[src/rtl/fetch_sequencer_pkg.sv]
// Shared definitions for the pipeline front-end sequencer: FSM state encoding,
// next-PC select codes and default widths.
package fetch_sequencer_pkg;

    localparam int REG_W_DEF       = 5;
    localparam int CNT_W_DEF       = 16;
    localparam int HOLD_CYCLES_DEF = 2;

    typedef enum logic [1:0] {
        ST_HOLD      = 2'b00,
        ST_RUN       = 2'b01,
        ST_IMEM_WAIT = 2'b10
    } state_e;

    typedef logic [1:0] pc_sel_t;

    localparam pc_sel_t PC_SEL_PC4    = 2'b00;
    localparam pc_sel_t PC_SEL_BRANCH = 2'b01;
    localparam pc_sel_t PC_SEL_JUMP   = 2'b10;

endpackage : fetch_sequencer_pkg

[src/rtl/fetch_sequencer_if.sv]
// Bundle between the pipeline datapath (master) and the front-end sequencer (slave):
// hazard inputs in, PC/pipeline-register control and performance counters out.
interface fetch_sequencer_if
    import fetch_sequencer_pkg::*;
#(
    parameter int REG_W = REG_W_DEF,
    parameter int CNT_W = CNT_W_DEF
);
    logic [REG_W-1:0] id_rs;
    logic [REG_W-1:0] id_rt;
    logic             ex_mem_read;
    logic [REG_W-1:0] ex_rt;
    logic             ex_branch_taken;
    logic             id_jump;
    logic             imem_ready;

    logic             pc_write;
    pc_sel_t          pc_sel;
    logic             ifid_write;
    logic             ifid_flush;
    logic             idex_flush;
    logic [CNT_W-1:0] stall_cnt;
    logic [CNT_W-1:0] flush_cnt;

    modport master (
        output id_rs, id_rt, ex_mem_read, ex_rt, ex_branch_taken, id_jump, imem_ready,
        input  pc_write, pc_sel, ifid_write, ifid_flush, idex_flush, stall_cnt, flush_cnt
    );

    modport slave (
        input  id_rs, id_rt, ex_mem_read, ex_rt, ex_branch_taken, id_jump, imem_ready,
        output pc_write, pc_sel, ifid_write, ifid_flush, idex_flush, stall_cnt, flush_cnt
    );

endinterface : fetch_sequencer_if

[src/rtl/fetch_sequencer_sat_counter.sv]
// Saturating up-counter used for the stall and redirect performance counters;
// sticks at all-ones instead of wrapping.
module sat_counter #(
    parameter int CNT_W = 16
) (
    input  logic             clk,
    input  logic             reset,
    input  logic             inc_i,
    output logic [CNT_W-1:0] count_o
);

    logic [CNT_W-1:0] count_q;
    logic [CNT_W-1:0] count_d;

    always_comb begin
        count_d = count_q;
        if (inc_i && (count_q != '1)) begin
            count_d = count_q + CNT_W'(1);
        end
    end

    // NOTE: sequential state uses non-blocking assignments so every flop samples
    // pre-edge values regardless of process evaluation order.
    always_ff @(posedge clk) begin
        if (reset) begin
            count_q <= '0;
        end else begin
            count_q <= count_d;
        end
    end

    assign count_o = count_q;

endmodule : sat_counter

[src/rtl/fetch_sequencer.sv]
// Front-end hazard sequencer for the 5-stage pipeline: post-reset hold, branch/jump
// redirects, load-use bubbles and instruction-memory wait states.
module fetch_sequencer
    import fetch_sequencer_pkg::*;
#(
    parameter int HOLD_CYCLES = HOLD_CYCLES_DEF,
    parameter int CNT_W       = CNT_W_DEF,
    parameter int REG_W       = REG_W_DEF
) (
    input logic               clk,
    input logic               reset,
    fetch_sequencer_if.slave  bus
);

    localparam int HOLD_W = (HOLD_CYCLES > 1) ? $clog2(HOLD_CYCLES) : 1;
    localparam logic [HOLD_W-1:0] HOLD_LAST = HOLD_W'(HOLD_CYCLES - 1);

    state_e            state_q, state_d;
    logic [HOLD_W-1:0] hold_cnt_q, hold_cnt_d;

    logic [REG_W-1:0]  ex_rt;
    logic              load_use;

    logic              pc_write;
    pc_sel_t           pc_sel;
    logic              ifid_write;
    logic              ifid_flush;
    logic              idex_flush;
    logic              stall_inc;
    logic              flush_inc;

    assign ex_rt    = bus.ex_rt;
    // $zero is never a real dependency, so a load targeting it never stalls.
    assign load_use = bus.ex_mem_read && (ex_rt != '0) &&
                      ((ex_rt == bus.id_rs) || (ex_rt == bus.id_rt));

    // NOTE: every signal written here gets a default first, so no path can
    // leave one unassigned and infer a latch.
    always_comb begin
        state_d    = state_q;
        hold_cnt_d = hold_cnt_q;
        pc_write   = 1'b0;
        pc_sel     = PC_SEL_PC4;
        ifid_write = 1'b0;
        ifid_flush = 1'b0;
        idex_flush = 1'b0;
        stall_inc  = 1'b0;
        flush_inc  = 1'b0;

        unique case (state_q)
            ST_HOLD: begin
                ifid_flush = 1'b1;
                idex_flush = 1'b1;
                if (hold_cnt_q == HOLD_LAST) begin
                    state_d = ST_RUN;
                end else begin
                    hold_cnt_d = hold_cnt_q + HOLD_W'(1);
                end
            end

            ST_RUN: begin
                if (bus.ex_branch_taken) begin
                    pc_sel     = PC_SEL_BRANCH;
                    pc_write   = 1'b1;
                    ifid_flush = 1'b1;
                    idex_flush = 1'b1;
                    flush_inc  = 1'b1;
                end else if (bus.id_jump) begin
                    pc_sel     = PC_SEL_JUMP;
                    pc_write   = 1'b1;
                    ifid_flush = 1'b1;
                    flush_inc  = 1'b1;
                end else if (load_use) begin
                    idex_flush = 1'b1;
                    stall_inc  = 1'b1;
                end else if (!bus.imem_ready) begin
                    ifid_flush = 1'b1;
                    stall_inc  = 1'b1;
                    state_d    = ST_IMEM_WAIT;
                end else begin
                    pc_write   = 1'b1;
                    ifid_write = 1'b1;
                end
            end

            ST_IMEM_WAIT: begin
                // A taken branch abandons the outstanding fetch entirely.
                if (bus.ex_branch_taken) begin
                    pc_sel     = PC_SEL_BRANCH;
                    pc_write   = 1'b1;
                    ifid_flush = 1'b1;
                    idex_flush = 1'b1;
                    flush_inc  = 1'b1;
                    state_d    = ST_RUN;
                end else if (!bus.imem_ready) begin
                    ifid_flush = 1'b1;
                    stall_inc  = 1'b1;
                end else begin
                    pc_write   = 1'b1;
                    ifid_write = 1'b1;
                    state_d    = ST_RUN;
                end
            end

            default: begin
                state_d = ST_HOLD;
            end
        endcase
    end

    always_ff @(posedge clk) begin
        if (reset) begin
            state_q    <= ST_HOLD;
            hold_cnt_q <= '0;
        end else begin
            state_q    <= state_d;
            hold_cnt_q <= hold_cnt_d;
        end
    end

    sat_counter #(.CNT_W(CNT_W)) u_stall_cnt (
        .clk     (clk),
        .reset   (reset),
        .inc_i   (stall_inc),
        .count_o (bus.stall_cnt)
    );

    sat_counter #(.CNT_W(CNT_W)) u_flush_cnt (
        .clk     (clk),
        .reset   (reset),
        .inc_i   (flush_inc),
        .count_o (bus.flush_cnt)
    );

    // A flushed IF/ID must still be written or the NOP never lands.
    assign bus.pc_write   = pc_write;
    assign bus.pc_sel     = pc_sel;
    assign bus.ifid_write = ifid_write | ifid_flush;
    assign bus.ifid_flush = ifid_flush;
    assign bus.idex_flush = idex_flush;

endmodule : fetch_sequencer
[src/flat_wrapper.sv]
// flat-port wrapper written by rule: the top's interface ports become plain ports
module fetch_sequencer_flat import fetch_sequencer_pkg::*;
#(
    parameter int HOLD_CYCLES = HOLD_CYCLES_DEF,
    parameter int CNT_W       = CNT_W_DEF,
    parameter int REG_W       = REG_W_DEF
)
  (clk, reset, bus_id_rs, bus_id_rt, bus_ex_mem_read, bus_ex_rt, bus_ex_branch_taken, bus_id_jump, bus_imem_ready, bus_pc_write, bus_pc_sel, bus_ifid_write, bus_ifid_flush, bus_idex_flush, bus_stall_cnt, bus_flush_cnt);
  fetch_sequencer_if #(.REG_W(REG_W), .CNT_W(CNT_W)) bus_i ();
  input logic clk;
  input logic reset;
  input wire logic [$bits(bus_i.id_rs)-1:0] bus_id_rs;
  input wire logic [$bits(bus_i.id_rt)-1:0] bus_id_rt;
  input wire logic [$bits(bus_i.ex_mem_read)-1:0] bus_ex_mem_read;
  input wire logic [$bits(bus_i.ex_rt)-1:0] bus_ex_rt;
  input wire logic [$bits(bus_i.ex_branch_taken)-1:0] bus_ex_branch_taken;
  input wire logic [$bits(bus_i.id_jump)-1:0] bus_id_jump;
  input wire logic [$bits(bus_i.imem_ready)-1:0] bus_imem_ready;
  output wire logic [$bits(bus_i.pc_write)-1:0] bus_pc_write;
  output wire logic [$bits(bus_i.pc_sel)-1:0] bus_pc_sel;
  output wire logic [$bits(bus_i.ifid_write)-1:0] bus_ifid_write;
  output wire logic [$bits(bus_i.ifid_flush)-1:0] bus_ifid_flush;
  output wire logic [$bits(bus_i.idex_flush)-1:0] bus_idex_flush;
  output wire logic [$bits(bus_i.stall_cnt)-1:0] bus_stall_cnt;
  output wire logic [$bits(bus_i.flush_cnt)-1:0] bus_flush_cnt;
  assign bus_i.id_rs = bus_id_rs;
  assign bus_i.id_rt = bus_id_rt;
  assign bus_i.ex_mem_read = bus_ex_mem_read;
  assign bus_i.ex_rt = bus_ex_rt;
  assign bus_i.ex_branch_taken = bus_ex_branch_taken;
  assign bus_i.id_jump = bus_id_jump;
  assign bus_i.imem_ready = bus_imem_ready;
  assign bus_pc_write = bus_i.pc_write;
  assign bus_pc_sel = bus_i.pc_sel;
  assign bus_ifid_write = bus_i.ifid_write;
  assign bus_ifid_flush = bus_i.ifid_flush;
  assign bus_idex_flush = bus_i.idex_flush;
  assign bus_stall_cnt = bus_i.stall_cnt;
  assign bus_flush_cnt = bus_i.flush_cnt;
  fetch_sequencer #(.HOLD_CYCLES(HOLD_CYCLES), .CNT_W(CNT_W), .REG_W(REG_W)) u_core (.clk(clk), .reset(reset), .bus(bus_i));
endmodule
[config.mk]
export PLATFORM = sky130hd
export DESIGN_NAME = fetch_sequencer_flat
export DESIGN_NICKNAME = d
export VERILOG_FILES = /design/src/rtl/fetch_sequencer_pkg.sv /design/src/rtl/fetch_sequencer_if.sv /design/src/rtl/fetch_sequencer_sat_counter.sv /design/src/rtl/fetch_sequencer.sv /design/src/flat_wrapper.sv
export SDC_FILE = /design/constraint.sdc
export NUM_CORES = 1
export LEC_CHECK = 0
export ABC_AREA = 1
export ABC_CLOCK_PERIOD_IN_PS = 1650
export BUFFER_PORTS_ARGS = -buffer_cell sky130_fd_sc_hd__buf_2
export CAP_MARGIN = 20
export CORE_ASPECT_RATIO = 0.8
export CORE_MARGIN = 4
export CORE_UTILIZATION = 49
export DETAILED_ROUTE_END_ITERATION = 12
export PLACE_DENSITY = 0.78
export SETUP_SLACK_MARGIN = 0.5
export SLEW_MARGIN = 0
export SYNTH_ARGS = -nofsm -noshare
export SYNTH_HDL_FRONTEND = slang
export SYNTH_SLANG_ARGS = --single-unit
export TNS_END_PERCENT = 10
[constraint.sdc]
create_clock -name clk -period 1.65 [get_ports clk]
set_input_delay 0.165 -clock clk [delete_from_list [all_inputs] [get_ports clk]]
set_output_delay 0.165 -clock clk [all_outputs]
set_load 0.03 [all_outputs]
==> results.ini, run 1 <==
[sta]
setup-tns-final_ns = -0.1003
drv_slew = 0
fin_crit_ns = 1.698
worstMarginPinSlew_ns = 0.5357
hold_viol = 0
fin_worst_skew_ns = 0.007820
worst_slack_ns = -0.04756
slew_headroom = 0.6424
rsz0062_at_grt = yes
setup_viol_count_final = 4
fmax_mhz = 589.1
min_period_over_period = 1.029

[routing]
viasPerCell = 5.154
wl_per_cell_um = 12.38
drc_errors = 0
drt_wl_total_mm = 6.684
drt_pass1_iterations = 5
drt_iter0_markers = 151
vias = 2783
ant_nets = 0

[placed_design]
hpwlAfterDp_mm = 4.908
io_buffers = 58
gp_congestion = 0.9089
place_inst = 530
dp_slack_ns = 0.002204

[outcome]
violations = negative setup slack
status = complete, but fails checks

[floorplan]
die_height_um = 71.71
fp-row-count = 22
fp.dieW_um = 87.64
ioPinCount = 59
start_util = 0.5251
coreArea_um2 = 4735
fp.dieArea_um2 = 6284

[global_routing]
grt_max_degree = 28
first_global_vias = 2494
grt_pass1_wl_mm = 11.35
overflow = 0
grt_use_total = 0.2209
antenna_found_initial = 0

[synth]
synth_fp_nets = 437
synth_top_family_by_area = simple AND/OR/NAND/NOR gates
yosysWarnings = 0
synth-xor-area-share = 0.02466
synth_cells = 410
synth-compound-area-share = 0.07700
synth_fa_ha_area_frac = 0.03020
ys_types = 33
ys_ff_latch = 35
netlist_area_um2 = 2486
synthMuxAreaShare = 0
synth-seq-area-share = 0.2818
synth_simple_gate_area_share = 0.4514
synth_area_per_cell_um2 = 6.064

[clock_network]
cts_buffer_depth = 2
path_clk_slew_ns = 0.08
worstSkewPairLatency_ns = 0.29
cts_sinks = 35
ctsHoldBuffers = 0
cts_tree = yes
htree_num_levels = 2
cts_made_buffers = 5
clock_tree.root_cell = clkbuf_8

[cells_and_area]
fin_nets = 506
final_cell_mix = nand2_1 (115), inv_1 (54), buf_2 (52)
fin_cells = 540
syn_to_final_growth_pct = 30.80
drive_gt1_frac = 0.3354
diodes = 0
final_common_cell = nand2_1

[worst_setup_path]
critical_path_class = register to output pin
max_stage_delay_ns = 0.37
path_cells = inv_4, ha_4, nand3_2, o21ai_1, nand2_1, nand2_1, nand2_1, nand2_1, nand2_1, buf_6
cp_slowest_cell = dfxtp_4
reg2regPathDepth = 9
arrival_ns = 1.53
cp_common_cell = nand2_1
cp-end-kind = output pin
start_kind = register
crit_required_ns = 1.48
worstPathMaxFanout = 6

[pwr]
totalPowerFinal_mw = 2.425
power_density_nw_per_um2 = 745.8
power.leakage_nw = 1.541
irDropWorstVdd_uv = 767.5

[min_path]
holdPathStages = 4
hold_path.class = primary input to register

[run]
cap_violations = 0

path summary, 6_finish.rpt:
kind / start / to / slack [ns]
hold / removal: bus_imem_ready / u_core.state_q[1] / 0.26
hold reg to reg: u_core.u_flush_cnt.count_o[0] / u_core.u_flush_cnt.count_o[0] / 0.46
setup reg to reg: u_core.state_q[1] / u_core.u_flush_cnt.count_o[12] / -0.02
setup / recovery: u_core.state_q[0] / bus_ifid_write / -0.05
critical path, delay by kind of cell (launching register included):
family | cells | cell delay [ns]
simple gates | 6 | 0.42
buf+inv | 2 | 0.21
compound gates | 1 | 0.08
fa+ha+maj | 1 | 0.16
flops | 1 | 0.37
cell families after synthesis:
logic type / count (synthesis)
DFF: 35
adders and majority gates: 6
buffers and inverters: 77
xor gates and xnor gates: 7
AOI/OAI and AO/OA: 35
and+or+nand+nor: 250
flip-flops by register name, indices dropped and copies added, names as in the netlist:
| signal | flops |
|---|---|
| u_core.u_stall_cnt.count_o | 16 |
| u_core.u_flush_cnt.count_o | 16 |
| u_core.state_q | 2 |
| u_core.hold_cnt_q | 1 |
what timing repair did:
action | 4_1_cts | 5_1_grt
resized for setup | 30 | 8
pin swaps | 38 | 11
setup buffers | 1 | 1
setup endpoints to repair | 40 | 44
gates cloned | 0 | 0
layer usage:
layer | share of wire | GRT usage
met1 | 0.46 | 0.2974
met5 | 0 | 0
met3 | 0.076 | 0.05287
met2 | 0.46 | 0.3528
met4 | 0.0070 | 0.05792
Yosys cell counts (all sizes together):
cell type / instances / area [µm²]
nand2: 121 / 471.7
inv: 66 / 247.7
nor2: 57 / 224.0
nand3: 38 / 207.7
dfxtp: 35 / 700.7
nand4: 19 / 125.1
a21oi: 16 / 91.34
o21ai: 16 / 80.07
nor3: 11 / 55.05
buf: 8 / 76.31
ha: 6 / 75.07
xnor2: 4 / 35.03
xor2: 3 / 26.28
a31oi: 2 / 12.51
clkbuf: 2 / 7.510
nor4: 2 / 25.02
clkinv: 1 / 3.750
nor3b: 1 / 7.510
o31ai: 1 / 7.510
or2: 1 / 6.260
layout make-up:
type                    instances  area [µm²]
inverters                      67       261.5
clock inverters                 1       5.005
well taps                      60       75.07
flip-flops and latches         35       750.7
clock buffers                   7       86.33
fillers                       433        1483
repair buffers                 72       434.2
multi-input cells             298        1639
report_power, final:
part | switching [mW] | total, mW | leakage [nW] | internal [mW]
Clock | 0.335 | 0.672 | 0.0482 | 0.337
Combinational | 0.507 | 0.828 | 1.19 | 0.322
Sequential | 0.0429 | 0.925 | 0.298 | 0.882
through the flow:
step / utilization / area, µm² / hold WS, ns
3_3_place_gp: 0.6409 / 3034 / 0.4395
4_1_cts: 0.6821 / 3229 / 0.2567
5_1_grt: 0.6868 / 3252 / 0.2857
2_1_floorplan: - / 2669 / 0.3520
3_5_place_dp: 0.6409 / 3034 / 0.4454
6_report: 0.6868 / 3252 / 0.2591
Note: power is estimated with default switching activity, not from simulation.
==> run 2: changes to the inputs <==
--- a/config.mk
+++ b/config.mk
@@ -11,9 +11,9 @@
 export CAP_MARGIN = 20
 export CORE_ASPECT_RATIO = 0.8
 export CORE_MARGIN = 4
-export CORE_UTILIZATION = 49
+export CORE_UTILIZATION = 41
 export DETAILED_ROUTE_END_ITERATION = 12
-export PLACE_DENSITY = 0.78
+export PLACE_DENSITY = 0.67
 export SETUP_SLACK_MARGIN = 0.5
 export SLEW_MARGIN = 0
 export SYNTH_ARGS = -nofsm -noshare
==> run 2 against run 1 <==
Against the previous run:
- the run still ends with negative setup slack left
- setup slack worse by 0.028 ns
- critical path depth is 5 lower
- final cell count is 4.3% higher
- non-clock buffer count is 2 higher
- utilization is 10 points lower
- sequential power is 1% lower
- combinational power is 11% higher
- clock-buffer cell count is 2 lower
- worst hold slack better by 0.056 ns
- critical path type unchanged
==> results.ini, run 2 (synthesis gave the netlist of run 1 again) <==
[outcome]
status = complete, but fails checks
violations = negative setup slack

[min_path]
hold_path.class = primary input to register
holdCritStartpoint = reset
worst_hold_path.endpoint = u_core.u_flush_cnt.count_o[8]
holdPathStages = 3  ; -1

[cells_and_area]
final_common_cell = nand2_1
drive_gt1_frac = 0.3942  ; +0.05877
diodes = 0  ; unchanged
fin_nets = 508  ; +0.40%
syn_to_final_growth_pct = 38.40
final_cell_mix = nand2_1 (100), inv_1 (54), buf_2 (54)
stdcell_area_um2 = 3441  ; +5.8%

[global_routing]
overflow = 0  ; unchanged
grt_pass1_wl_mm = 11.41  ; +0.55%
first_global_vias = 2573  ; +3.2%
grt_use_total = 0.1864  ; -0.03447
grt_max_degree = 28  ; unchanged
antenna_found_initial = 0  ; unchanged

[worst_setup_path]
reg2regPathDepth = 11  ; +2
cp-end-kind = output pin
timing.rr.end = u_core.u_flush_cnt.count_o[9]
arrival_ns = 1.56  ; +0.03 ns
r2r_slack_ns = 0  ; +0.02 ns
worstPathMaxFanout = 6  ; unchanged
r2r_start = u_core.state_q[1]
critical_path_class = register to output pin
crit_required_ns = 1.48  ; about the same
start_kind = register

[floorplan]
ioPinCount = 59  ; unchanged
fp.dieArea_um2 = 7381  ; +17%
start_util = 0.4228  ; -0.1023
fp.dieW_um = 95.06  ; +8.5%
coreArea_um2 = 5881  ; +24%
fp-row-count = 25  ; +14%
die_height_um = 77.65  ; +8.3%

[placed_design]
dp_slack_ns = -0.01347  ; -0.01568 ns
gp_congestion = 0.8989  ; -1.1%
io_buffers = 58  ; unchanged
hpwlAfterDp_mm = 4.830  ; -1.6%
placed_cell_area_um2 = 3060  ; +0.87%

[clock_network]
worstSkewPairLatency_ns = 0.29  ; about the same
clock_tree.root_cell = clkbuf_8
path_clk_slew_ns = 0.08  ; about the same
cts_made_buffers = 5  ; unchanged
cts_tree = yes
ctsHoldBuffers = 0  ; unchanged
cts_buffer_depth = 2  ; unchanged
cts_sinks = 35  ; unchanged
htree_num_levels = 2  ; unchanged

[sta]
fmax_mhz = 579.4  ; -1.6%
fin_crit_ns = 1.726  ; +0.02833 ns
setup_viol_count_final = 5  ; +1
slew_headroom = 0.6329  ; -0.009506
hold_viol = 0  ; unchanged
min_period_over_period = 1.046  ; +0.01717
worstMarginPinSlew_ns = 0.5500  ; +0.01424 ns
drv_slew = 0  ; unchanged
worst_slack_ns = -0.07589  ; -0.02833 ns
rsz0062_at_grt = yes
holdWs_ns = 0.3147  ; +0.05556 ns
fin_worst_skew_ns = 0.005511  ; -0.002309 ns

[routing]
ant_nets = 0  ; unchanged
drt_iter0_markers = 112  ; -26%
drt_pass1_iterations = 4  ; -1
wl_per_cell_um = 11.84  ; -4.4%
viasPerCell = 4.870  ; -5.5%
drc_errors = 0  ; unchanged
vias = 2742  ; -1.5%
drt_wl_total_mm = 6.664  ; -0.30%

[run]
cap_violations = 0  ; unchanged

[pwr]
totalPowerFinal_mw = 2.620  ; +8.0%
power_density_nw_per_um2 = 761.5  ; +2.1%
irDropWorstVdd_uv = 627.6  ; -18%
power.leakage_nw = 1.591  ; +3.3%

-- run 2: critical path, cell delays in order (launching register included) --
cell and delay (ns):
dfxtp_4 0.36, buf_4 0.14, ha_4 0.17, o21ai_1 0.27, a31oi_1 0.14, buf_2 0.19
-- run 2: worst max-delay path by stage --
stage                                   from                              to  slack [ns]  cells after the start
6_report                   u_core.state_q[0]                  bus_idex_flush       -0.08                      5
3_5_place_dp               u_core.state_q[0]   u_core.u_flush_cnt.count_o[4]       -0.01                      9
5_1_grt                    u_core.state_q[0]                  bus_ifid_write       -0.12                     10
4_1_cts                    u_core.state_q[0]                  bus_ifid_write       -0.04                     10
3_3_place_gp               u_core.state_q[0]  u_core.u_flush_cnt.count_o[12]        0.06                      9
2_1_floorplan  u_core.u_stall_cnt.count_o[1]   u_core.u_stall_cnt.count_o[6]        0.17                     10
-- run 2: stage by stage --
| stage | utilization | TNS, ns | instances |
|---|---|---|---|
| floorplan | - | 0 | 410 |
| global placement | 0.5204 | 0 | 551 |
| detailed placement | 0.5204 | -0.01347 | 551 |
| CTS | 0.5736 | -0.1112 | 560 |
| global route | 0.5851 | -1.387 | 563 |
| finish | 0.5851 | -0.1998 | 563 |
-- run 2: cell type report --
cell class                 instances  area, µm²
fill                             568       2440
multi-input combinational        298       1758
sequential                        35      752.0
timing repair buffer              74      455.4
inverter                          67      261.5
tap                               81      101.3
clock buffer                       5      68.82
clock inverter                     3      43.79
-- run 2: routing by layer --
metal | vias to the layer above | GRT usage | part of all wire
met5 | - | 0 | 0
li1 | 1438 | - | -
met2 | 83 | 0.2977 | 0.44
met1 | 1213 | 0.2562 | 0.48
met3 | 8 | 0.03585 | 0.066
met4 | 0 | 0.04611 | 0.012
-- run 2: report_power, final --
part           leakage, nW  total, mW  internal [mW]  switching, mW
Sequential           0.298      0.915          0.880         0.0349
Clock               0.0581      0.790          0.450          0.340
Combinational         1.24      0.916          0.360          0.556
-- run 2: repair_timing --
action	4_1_cts	5_1_grt
endpoints found under the setup margin	40	42
pin swaps	53	9
setup buffers	1	3
gates resized for setup	59	15
